===== src/rtl/draw_port_arbiter.sv =====
// Round-robin owner of the VGA write port for map/Link/enemy drawers; a grant lasts one whole burst.
// Pixels reach vga_* one cycle after accept; req_ready follows grant, and the VGA side never stalls.
module draw_port_arbiter #(
   parameter int             X_W         = 8,
   parameter int             Y_W         = 7,
   parameter int             C_W         = 3,
   parameter logic [C_W-1:0] TRANSPARENT = 3'b101
) (
   input  logic             clock,
   input  logic             reset,
   input  logic [2:0]       req_valid,
   input  logic [3*X_W-1:0] req_x,
   input  logic [3*Y_W-1:0] req_y,
   input  logic [3*C_W-1:0] req_colour,
   input  logic [2:0]       req_last,
   output logic [2:0]       req_ready,
   output logic [2:0]       grant,
   output logic [X_W-1:0]   vga_x,
   output logic [Y_W-1:0]   vga_y,
   output logic [C_W-1:0]   vga_colour,
   output logic             vga_plot,
   output logic [2:0]       done_pulse,
   input  logic             frame_start,
   output logic [15:0]      plot_count
);

   typedef enum logic {ARB, BURST} state_t;

   state_t         state;
   logic [1:0]     rr_ptr;
   logic [1:0]     ord [3];
   logic [1:0]     pick;
   logic           pick_vld;
   logic           acc;
   logic           sel_vis;
   logic           sel_last;
   logic [X_W-1:0] sel_x;
   logic [Y_W-1:0] sel_y;
   logic [C_W-1:0] sel_c;
   logic [1:0]     next_ptr;

   assign req_ready = grant;
   assign acc       = |(req_valid & grant);
   assign sel_vis   = (sel_c != TRANSPARENT);

   // Search order rr_ptr, rr_ptr+1, rr_ptr+2 (mod 3); the earliest valid entry wins.
   always_comb begin
      ord[0]   = rr_ptr;
      ord[1]   = (rr_ptr == 2'd2) ? 2'd0 : rr_ptr + 2'd1;
      ord[2]   = (rr_ptr == 2'd0) ? 2'd2 : rr_ptr - 2'd1;
      pick_vld = |req_valid;
      pick     = ord[0];
      if (req_valid[ord[2]]) pick = ord[2];
      if (req_valid[ord[1]]) pick = ord[1];
      if (req_valid[ord[0]]) pick = ord[0];
   end

   always_comb begin
      sel_x    = '0;
      sel_y    = '0;
      sel_c    = '0;
      sel_last = 1'b0;
      for (int i = 0; i < 3; i++) begin
         if (grant[i]) begin
            sel_x    = req_x[i*X_W +: X_W];
            sel_y    = req_y[i*Y_W +: Y_W];
            sel_c    = req_colour[i*C_W +: C_W];
            sel_last = req_last[i];
         end
      end
      next_ptr = grant[0] ? 2'd1 : (grant[1] ? 2'd2 : 2'd0);
   end

   always_ff @(posedge clock) begin
      if (reset) begin
         state      <= ARB;
         rr_ptr     <= 2'd0;
         grant      <= '0;
         vga_x      <= '0;
         vga_y      <= '0;
         vga_colour <= '0;
         vga_plot   <= 1'b0;
         done_pulse <= '0;
         plot_count <= '0;
      end else begin
         vga_plot   <= 1'b0;
         done_pulse <= '0;

         if (frame_start)
            plot_count <= (acc && sel_vis) ? 16'd1 : 16'd0;
         else if (acc && sel_vis && plot_count != 16'hFFFF)
            plot_count <= plot_count + 16'd1;

         case (state)
            ARB: begin
               if (pick_vld) begin
                  grant <= 3'b001 << pick;
                  state <= BURST;
               end
            end
            BURST: begin
               if (acc) begin
                  vga_x      <= sel_x;
                  vga_y      <= sel_y;
                  vga_colour <= sel_c;
                  vga_plot   <= sel_vis;
                  if (sel_last) begin
                     done_pulse <= grant;
                     grant      <= '0;
                     rr_ptr     <= next_ptr;
                     state      <= ARB;
                  end
               end
            end
            default: state <= ARB;
         endcase
      end
   end

endmodule

===== config.mk =====
export PLATFORM = sky130hd
export DESIGN_NAME = draw_port_arbiter
export DESIGN_NICKNAME = d
export VERILOG_FILES = /design/src/rtl/draw_port_arbiter.sv
export SDC_FILE = /design/constraint.sdc
export NUM_CORES = 1
export LEC_CHECK = 0
export ABC_AREA = 1
export CAP_MARGIN = 5
export CORE_ASPECT_RATIO = 0.75
export CORE_MARGIN = 3
export CORE_UTILIZATION = 47
export DETAILED_ROUTE_END_ITERATION = 7
export GPL_TIMING_DRIVEN = 0
export PLACE_DENSITY = 0.95
export SLEW_MARGIN = 20
export SYNTH_ARGS = -nofsm -noshare
export SYNTH_HDL_FRONTEND = slang
export SYNTH_SLANG_ARGS = --single-unit

===== constraint.sdc =====
create_clock -name clock -period 3.15 [get_ports clock]
set_input_delay 0.63 -clock clock [delete_from_list [all_inputs] [get_ports clock]]
set_output_delay 0.63 -clock clock [all_outputs]
set_load 0.03 [all_outputs]

# Yosys cells after proc, flatten, opt, wreduce, memory -nomap -nowiden
# Index checks and enable logic that the tools add are counted.
[totals]
regBits = 44
latch_bits = 0
mem_bits_rw = 0
romBits = 0
inputBits = 63
memories = 0
[op_classes]
n_addsub = 3
mul = 0
div = 0
magnitude_cmp = 3
eq_ne = 6
shifts = 1
muxes = 36
bitwise_logic = 4
reduce_logical = 11
[ops]
columns = ["op", "n"]
rows = [
  ["$mux 16", 2],
  ["$mux 8", 3],
  ["$mux 7", 3],
  ["$mux 3", 6],
  ["$add 16x1->16 const B", 1],
  ["$ne 16x16->1 const B", 1],
  ["$mux 2", 7],
  ["$mux 1", 10],
  ["$lt 2x3->1 const B", 3],
  ["$reduce_or 3->1", 3],
  ["$bmux 1 s2", 3],
  ["$pmux 3 s2", 1],
  ["$reduce_and 3->1", 2],
  ["$ne 2x1->1 const B", 2],
  ["$reduce_or 4->1", 1],
  ["$and 3x3->3", 1],
  ["$ne 3x3->1 const B", 1],
  ["$not 1->1", 3],
  ["$shl 1x2->3 const A", 1],
  ["$add 2x1->2 const B", 1],
  ["$eq 2x2->1 const B", 1],
  ["$logic_and 1x1->1", 2],
  ["$logic_not 2->1", 1],
  ["$ne 2x2->1 const B", 1],
  ["4 further kinds", 4],
]

# Longest topological paths before layout
# Gate-level depths: netlist (run 1).
[logic_depth]
depth_word = 10
depth_mapped = 15
depth_no_buf = 15

# Worst setup path before layout (run 1)
# Ideal clock, no wire load.
[synth_timing]
path_kind = "register -> register"
startpoint = "register plot_count[1]"
endpoint = "register plot_count[14]"
arrival_ns = 1.736
path_slack_ns = 1.281
path_stages_with_launch = 11
n_path_buf = 0
cell_sequence = "dfxtp_1 -> ha_1 -> nand2_1 -> inv_1 -> nand4_1 -> nor2_1 -> nand3_2 -> nand3_4 -> nand2_1 -> nand2_1 -> a21oi_1"
[synth_between]
elab_chain_len = 3
[synth_rtl]
columns = ["element", "line", "text"]
rows = [
  ["start: declaration", "24", "output logic [15:0] plot_count"],
  ["start signal: assignment", "90", "plot_count <= (acc && sel_vis) ? 16'd1 : 16'd0;"],
  ["start signal: assignment", "92", "plot_count <= plot_count + 16'd1;"],
  ["$add 16x1->16 or $ne 16x16->1 (tied branches)", "92, 91", ""],
  ["$mux 16 or $logic_and 1x1->1 (tied branches)", "91", "else if (acc && sel_vis && plot_count != 16'hFFFF)"],
  ["$mux 16 or $reduce_bool 2->1 (tied branches)", "--", ""],
]
# Parallel ways exist; a longest one is shown, timed or not. The select of a mux whose other input is x is not followed.
# A chain may end at the register's enable or synchronous reset.

# Worst setup path in the final report (run 1)
[layout_timing]
startpoint = "register grant[1]"
endpoint = "output port req_ready[1]"
[layout_rtl]
columns = ["element", "line", "text"]
rows = [
  ["start: declaration", "17", "output logic [2:0] grant,"],
  ["start signal: assignment", "97", "grant <= 3'b001 << pick;"],
  ["end: declaration", "16", "output logic [2:0] req_ready,"],
]
# No word-level cell between the ends.

==> flow_summary.json, run 1 <==
{
  "ys.flop_type": "dfxtp_1",
  "cts.sinks": 44,
  "clk_latency_ns": 0.30,
  "grt_max_degree": 12,
  "postCtsHoldBufs": 0,
  "place_ws_ns": 0.6185,
  "ys_types": 30,
  "rsz0062_at_grt": "false",
  "drc": 0,
  "p_int_mw": 0.8621,
  "cts.reportedPaths.clkPinSlew_ns": 0.08,
  "hold_viol": 0,
  "syn_to_final_growth_pct": 46.78,
  "drt_pass1_iterations": 5,
  "cts_repair_resize_count": 0,
  "std_cell_rows": 22,
  "gp_congestion": 0.9638,
  "dieWidth_um": 91.66,
  "crit_arrival_ns": 1.68,
  "crit_path_start_kind": "register",
  "layout_setup_ws_ns": 0.8427,
  "initialDrtViolationCount": 230,
  "tns_ns": 0,
  "synth_edf_count": 0,
  "port_buffers": 105,
  "slew-limit-headroom": 0.6238,
  "fmax_mhz": 433.4,
  "avgViaCountPerCell": 5.419,
  "core-area_mm2": 0.005092,
  "netSwitchingFraction": 0.2979,
  "criticalPathCategory": "reg2out",
  "most-common-layout-cells": "nand2_1, clkdlybuf4s50_1, a21oi_1",
  "drv_slew": 0,
  "fin_crit_ns": 2.307,
  "drv_cap": 0,
  "syn_area_per_cell_um2": 6.547,
  "async_flop_share": 0,
  "cts_htree_levels": 2,
  "combPwrFrac": 0.253,
  "ir_drop_mv": 0.1967,
  "hpwl_um": 6730,
  "antennaDiodeCount": 0,
  "syn-cell-area_mm2": 0.002586,
  "die_area_mm2": 0.006438,
  "antenna_left": 0,
  "yosys.area.top_type": "dfxtp_1",
  "numCtsBuffers": 5,
  "pin_count": 107,
  "critPathCaptureType": "output port",
  "cts_max_path_buffers": 2,
  "postCtsSetupRepairBufs": 0,
  "cp_slowest_cell": "clkdlybuf4s50_1",
  "tightestPinTransition_ns": 0.5622,
  "grt_overflow": 0,
  "syn_inst": 395,
  "p_clk_frac": 0.269,
  "start_util": 0.5079,
  "fin_crit_sh": 0.7325,
  "p_sw_mw": 0.3659,
  "cpPeakStageDelay_ns": 0.66,
  "cp_num_buf_inv": 2,
  "ys_ff_latch": 44,
  "min_path_type": "reg2reg",
  "fin_skew_ns": 0.005210,
  "num-fill-cells": 394,
  "worstPathMaxFanout": 7,
  "postSynthNetCount": 463,
  "yosys_warnings": 0,
  "grt_pass1_vias": 2931,
  "p_leak_nw": 1.549,
  "synth_top_area_share": 0.3406,
  "cp_data_required_time_ns": 2.52,
  "critPathTopFamily": "buffers and inverters",
  "cts_tree": "done",
  "layout.nets": 575,
  "status": "finished, final reports clean",
  "root_buffer": "clkbuf_8",
  "routedWlPerCell_um": 15.00,
  "drive_gt1_frac": 0.05941,
  "power_density_mw_per_mm2": 323.5,
  "final-setup-viol-count": 0,
  "path_cells": "buf_4, clkdlybuf4s50_1",
  "ys_seq_area_frac": 0.3406,
  "sequentialPowerShare": 0.478,
  "ys_top_cells_by_area": "dfxtp_1, nand2_1, a21oi_1",
  "fp.dieH_um": 70.24,
  "antenna_found_initial": 0,
  "grtUsageTotal": 0.2642,
  "grt_pass1_wl_um": 13900,
  "vias": 3127,
  "totalWireLength_um": 8656
}
worst register-to-register path: stages, from the launching register on:
cell and delay (ns):
dfxtp_1 0.40, ha_1 0.20, nand2_1 0.10, inv_1 0.09, nand4_1 0.12, nor2_1 0.25
nand3_2 0.24, nand3_4 0.17, nand2_1 0.20, nand2_1 0.15, a21oi_1 0.08
flip-flops by register name, indices dropped and copies added (netlist names):
signal / cells
plot_count: 16
vga_x: 8
vga_y: 7
done_pulse: 3
grant: 3
vga_colour: 3
rr_ptr: 2
state: 1
vga_plot: 1
synthesized netlist by cell type, types with 3 or more instances:
cell and count:
buf_2 4, nand3_2 3, xor2_1 4, nor3_1 4, o21ai_0 36, dfxtp_1 44, o21bai_1 3, a21oi_1 49
inv_1 31, nor2_1 46, nand3_1 16, nand4_1 11, ha_1 5, buf_4 7, nand2_1 105, nand3b_1 3
clkbuf_1 7
area by class of cell:
class	count	area [um^2]	area share
clock buffer	5	68.82	0.01813
tap	72	90.09	0.02373
buffer	20	113.9	0.02999
multi-input combinational	298	1468	0.3866
sequential	44	880.8	0.2320
timing repair buffer	105	1051	0.2769
inverter	33	123.9	0.03263
power by group through the flow:
stage / sequential (mW) / combinational, mW / clock, mW
2_1_floorplan: 0.627 / 0.125 / 0
3_3_place_gp: 0.598 / 0.296 / 0
3_5_place_dp: 0.599 / 0.306 / 0
4_1_cts: 0.586 / 0.308 / 0.327
5_1_grt: 0.589 / 0.332 / 0.345
6_report: 0.587 / 0.311 / 0.330
worst paths after layout:
check	to	slack, ns	start	cells past startpoint
worst max-delay path	req_ready[1]	0.84	grant[1]	2
worst min-delay path	vga_colour[2]	0.48	vga_colour[2]	2
worst max register to register	plot_count[15]	1.00	plot_count[0]	10
worst min register to register	vga_colour[2]	0.48	vga_colour[2]	2
metal layers:
layer  share of wire  global-route usage  vias up
li1                -                   -     1516
met4           0.025             0.08696        0
met3           0.090             0.05059       27
met5               0                   0        -
met2            0.47              0.4397      169
met1            0.41              0.3423     1415
stage by stage:
stage                     hold slack (ns)  power, mW  instances  instance area, um^2    util
after floorplan                    0.4919     0.7520        395                 2586       -
after global placement             0.4751     0.8943        572                 3727  0.7319
after detailed placement           0.4637     0.9050        572                 3727  0.7319
after CTS                          0.4738      1.221        577                 3796  0.7455
after global routing               0.4916      1.267        577                 3796  0.7455
final                              0.4758      1.228        577                 3796  0.7455
kinds of logic (layout without fill, tap and decap cells):
family / count (synthesis) / after routing / share of synthesized area
compound gates: 95 / 95 / 0.1969
xor+xnor: 5 / 5 / 0.01693
fa+ha+maj: 5 / 5 / 0.02419
simple gates: 193 / 193 / 0.3295
flops: 44 / 44 / 0.3406
buf+inv: 53 / 163 / 0.09192
Power figures use the tool's default switching activity.
==> run 2, diff against run 1 <==
- CORE_UTILIZATION: 47 -> 39
- PLACE_DENSITY: 0.95 -> 0.85
- clock period: 3.15 -> 2.1 ns (I/O delays scaled with it)
==> run 2 against run 1 <==
  * Clock-buffer cell count is the same
  * Wire length shrank 8.2%
  * Cell count is 2.1% higher
  * Critical path type unchanged
  * Largest cell class unchanged
==> flow_summary.json, run 2 (same netlist as run 1, synthesis figures left out) <==
{
  "core-area_mm2": 0.006350,
  "root_buffer": "clkbuf_8",
  "drv_cap": 0,
  "cts_tree": "done",
  "min_path_type": "reg2reg",
  "antenna_found_initial": 0,
  "fp.dieH_um": 76.53,
  "start_util": 0.4073,
  "cts.sinks": 44,
  "layout.nets": 575,
  "avgViaCountPerCell": 5.025,
  "drive_gt1_frac": 0.06890,
  "antennaDiodeCount": 0,
  "fin_skew_ns": 0.01050,
  "criticalPathCategory": "reg2out",
  "cts_max_path_buffers": 2,
  "cts_htree_levels": 2,
  "crit_arrival_ns": 1.53,
  "fin_crit_ns": 1.953,
  "tns_ns": 0,
  "drt_pass1_iterations": 4,
  "std_cell_rows": 25,
  "tightestPinTransition_ns": 0.6158,
  "p_leak_nw": 1.562,
  "critPathCaptureType": "output port",
  "most-common-layout-cells": "nand2_1, clkdlybuf4s50_1, a21oi_1",
  "antenna_left": 0,
  "die_area_mm2": 0.007655,
  "drc": 0,
  "cp_slowest_cell": "clkdlybuf4s50_1",
  "regMostFlops": "plot_count",
  "cts.reportedPaths.clkPinSlew_ns": 0.09,
  "postCtsHoldBufs": 0,
  "final_cells": 589,
  "ir_drop_mv": 0.2812,
  "crit_path_start_kind": "register",
  "reg_top3": "plot_count: 16 flops, vga_x: 8 flops, vga_y: 7 flops",
  "gp_congestion": 0.9353,
  "hpwl_um": 6249,
  "clk_latency_ns": 0.30,
  "drv_slew": 0,
  "vias": 2960,
  "fin_crit_sh": 0.9298,
  "worstPathMaxFanout": 5,
  "cp_data_required_time_ns": 1.68,
  "port_buffers": 105,
  "status": "finished, final reports clean",
  "fmax_mhz": 512.2,
  "dieWidth_um": 100.0,
  "power_density_mw_per_mm2": 490.1,
  "initialDrtViolationCount": 127,
  "syn_to_final_growth_pct": 48.09,
  "postCtsSetupRepairBufs": 0,
  "grtUsageTotal": 0.2075,
  "slew-limit-headroom": 0.5879,
  "path_cells": "buf_4, clkdlybuf4s50_1",
  "final-setup-viol-count": 0,
  "pin_count": 107,
  "grt_pass1_vias": 2795,
  "dp.cells": 581,
  "totalWireLength_um": 7942,
  "grt_overflow": 0,
  "numCtsBuffers": 5,
  "cts_repair_resize_count": 0,
  "hold_viol": 0,
  "holdWs_ns": 0.4839,
  "grt_max_degree": 15,
  "routedWlPerCell_um": 13.48,
  "rsz0062_at_grt": "false",
  "largest_register_ffs": 16,
  "grt_pass1_wl_um": 13070,
  "cpPeakStageDelay_ns": 0.65
}
-- run 2: cell count changes in the layout (fill, tap and decap cells not counted), sizes merged --
cell and change:
clkinv +3
-- run 2: final cells by class --
class	instances	area, um^2
multi-input combinational	298	1470
buffer	20	113.9
inverter	33	123.9
sequential	44	882.1
clock buffer	5	68.82
fill	598	2520
tap	81	101.3
timing repair buffer	105	1051
clock inverter	3	18.77
-- run 2: metal layers --
metal | GRT usage | part of all wire | vias to the layer above | routed length [um]
met5 | 0 | 0 | - | 0
met4 | 0.05114 | 0.014 | 0 | 114
met3 | 0.05855 | 0.073 | 11 | 577
met2 | 0.3549 | 0.47 | 83 | 3765
met1 | 0.2561 | 0.44 | 1348 | 3485
li1 | - | - | 1518 | -
-- run 2: worst paths after layout --
check              endpoint           from  slack [ns]  cells past startpoint
min reg2reg   vga_colour[2]  vga_colour[2]        0.48                      2
min           vga_colour[2]  vga_colour[2]        0.48                      2
max reg2reg  plot_count[14]  plot_count[0]        0.16                     10
max                grant[0]       grant[0]        0.15                      2
-- run 2: power breakdown --
part	internal [mW]	switching (mW)
Combinational	0.218	0.238
Clock	0.232	0.309
Sequential	0.860	0.0195
Total	1.31	0.566
-- run 2: through the flow --
step	instance area [um^2]	util	total power, mW	setup slack [ns]
floorplan	2586	-	1.128	0.2315
global placement	3739	0.5888	1.343	-0.09646
detailed placement	3739	0.5888	1.353	-0.1472
CTS	3826	0.6026	1.886	0.03744
global route	3830	0.6032	1.968	0.01284
finish	3830	0.6032	1.877	0.1475
-- run 2: critical path, delay by kind of cell (launching register included) --
family / cells / cell delay [ns]
buf+inv: 2 / 0.79
flops: 1 / 0.44
==> run 3, diff against run 2 <==
- CORE_UTILIZATION: 39 -> 43
- PLACE_DENSITY: 0.85 -> 0.88
- clock period: 2.1 -> 2 ns (I/O delays scaled with it)
==> run 3 against run 2 <==
  * The flow now finishes with violations (DRC)
  * Cell count is 0.17% higher
  * Clock skew shrank 0.0037 ns
  * First-iteration DRC count is 58% higher
  * Non-clock buffer count up 7
  * Critical path type unchanged
==> flow_summary.json, run 3 (same netlist as run 1, synthesis figures left out) <==
{
  "critPathTopFamily": "buffers and inverters",
  "sequentialPowerShare": 0.458,
  "reg_top3": "plot_count: 16 flops, vga_x: 8 flops, vga_y: 7 flops",
  "final_common_cell": "clkdlybuf4s50_1",
  "num-fill-cells": 450,
  "core-area_mm2": 0.005583,
  "p_int_mw": 1.427,
  "r2r-start": "plot_count[0]",
  "drt_pass1_iterations": 8,
  "whs_endpoint": "vga_colour[0]",
  "crit_path_start_kind": "register",
  "multi_input_area_mm2": 0.001495,
  "root_buffer": "clkbuf_8",
  "layout.nets": 582,
  "antenna_found_initial": 0,
  "cts.reportedPaths.clkPinSlew_ns": 0.08,
  "netSwitchingFraction": 0.2951,
  "p_leak_nw": 1.600,
  "clk_latency_ns": 0.30,
  "std_cell_rows": 23,
  "pin_count": 107,
  "violations": "DRC",
  "cts_max_path_buffers": 2,
  "die_area_mm2": 0.006991,
  "postCtsHoldBufs": 0,
  "gp_congestion": 0.9117,
  "p_sw_mw": 0.5974,
  "syn_to_final_growth_pct": 51.14,
  "cts_tree": "done",
  "regMostFlops": "plot_count",
  "crit_arrival_ns": 1.55,
  "power_density_mw_per_mm2": 517.9,
  "vias": 3199,
  "hpwl_um": 6470,
  "grt_max_degree": 13,
  "utilization": 0.7001,
  "slew-limit-headroom": 0.6110,
  "ir_drop_mv": 0.3061,
  "cp_num_buf_inv": 2,
  "tightestPinTransition_ns": 0.5790,
  "criticalPathCategory": "reg2out",
  "grt_pass1_vias": 2876,
  "worstPathMaxFanout": 7,
  "cts_htree_levels": 2,
  "cpPeakStageDelay_ns": 0.66,
  "fin_crit_ns": 1.953,
  "grtUsageTotal": 0.2506,
  "final-setup-viol-count": 0,
  "path_cells": "buf_4, clkdlybuf4s50_1",
  "routedWlPerCell_um": 15.14,
  "grt_overflow": 0,
  "avgViaCountPerCell": 5.422,
  "total_power_mw": 2.024,
  "antennaDiodeCount": 0,
  "hold_path_depth": 2,
  "combPwrFrac": 0.248,
  "largest_register_ffs": 16,
  "most-common-layout-cells": "clkdlybuf4s50_1, nand2_1, a21oi_1",
  "fin_crit_sh": 0.9764,
  "numCtsBuffers": 5,
  "critPathCaptureType": "output port",
  "fin_skew_ns": 0.006802,
  "fp.dieH_um": 73.17,
  "antenna_left": 0,
  "min_path_type": "reg2reg",
  "start_util": 0.4632,
  "regArea_um2": 887.1,
  "drc": 2,
  "drive_gt1_frac": 0.09903,
  "hold_viol": 0,
  "cp_slowest_cell": "clkdlybuf4s50_1",
  "totalWireLength_um": 8932,
  "ff2ff_setup_slack_ns": 0.12,
  "cp_data_required_time_ns": 1.60,
  "initialDrtViolationCount": 201,
  "drv_slew": 0,
  "dieWidth_um": 95.55,
  "port_buffers": 105,
  "status": "finished, violations left",
  "fmax_mhz": 512.1,
  "reg2reg_depth": 8,
  "cts.sinks": 44,
  "r2r_end": "plot_count[12]",
  "hold_start": "vga_colour[0]",
  "drv_cap": 0,
  "grt_pass1_wl_um": 13670,
  "p_clk_frac": 0.294
}
[run 3: cell types whose count changed in the layout (fill, tap and decap cells not counted), moves of 2 or more]
cell	before	now
inv_1	31	29
dfxtp_1	43	39
clkinv_2	2	0
nand2_2	1	3
nand2_1	105	103
dfxtp_2	1	5
buf_4	7	14
inv_2	2	4
[run 3: cell type report]
| cell class | count | share of cell area |
|---|---|---|
| Clock buffer | 8 | 0.02305 |
| Buffer | 20 | 0.02945 |
| Inverter | 33 | 0.03169 |
| Tap cell | 75 | 0.02401 |
| Sequential cell | 44 | 0.2270 |
| Timing Repair Buffer | 112 | 0.2823 |
| Multi-Input combinational cell | 298 | 0.3825 |
[run 3: what timing repair did]
action | CTS | global route
setup endpoints to repair | 7 | 29
gates cloned | 0 | 0
pin swaps | 0 | 3
buffers inserted | 0 | 7
gates resized for setup | 2 | 14
[run 3: layer usage]
| layer | share of wire | GRT usage | vias to the layer above |
|---|---|---|---|
| li1 | - | - | 1531 |
| met3 | 0.088 | 0.05773 | 22 |
| met1 | 0.41 | 0.3369 | 1479 |
| met4 | 0.018 | 0.05836 | 0 |
| met2 | 0.48 | 0.4091 | 167 |
| met5 | 0 | 0 | - |
[run 3: worst max path at each step]
stage	slack, ns	cells past startpoint	end	from
final	0.05	2	req_ready[1]	grant[1]
after global routing	-0.02	10	plot_count[14]	plot_count[0]
after CTS	0.01	10	plot_count[14]	plot_count[0]
after detailed placement	-0.27	10	grant[2]	req_valid[2]
after global placement	-0.21	6	vga_x[4]	reset
after floorplan	0.13	10	plot_count[14]	plot_count[1]
[run 3: metrics by stage]
stage / std cells / cell area, um^2 / hold slack (ns) / TNS [ns] / worst slack, ns
2_1_floorplan: 395 / 2586 / 0.4691 / 0 / 0.1315
3_3_place_gp: 575 / 3731 / 0.4543 / -3.111 / -0.2117
3_5_place_dp: 575 / 3731 / 0.4634 / -4.484 / -0.2725
4_1_cts: 583 / 3825 / 0.4782 / 0 / 0.01472
5_1_grt: 590 / 3909 / 0.5050 / -0.01603 / -0.01603
6_report: 590 / 3909 / 0.4744 / 0 / 0.04724
[run 3: worst min-delay path, cell delays in order (launching register included)]
cell and delay [ns]:
dfxtp_1 0.32, nand2_1 0.06, a21oi_1 0.05
[run 3: power groups by stage]
| stage | registers [mW] | logic [mW] | clock network, mW |
|---|---|---|---|
| 3_3_place_gp | 0.943 | 0.467 | 0 |
| 5_1_grt | 0.929 | 0.542 | 0.627 |
| 2_1_floorplan | 0.988 | 0.196 | 0 |
| 4_1_cts | 0.925 | 0.479 | 0.592 |
| 6_report | 0.927 | 0.503 | 0.595 |
| 3_5_place_dp | 0.944 | 0.476 | 0 |
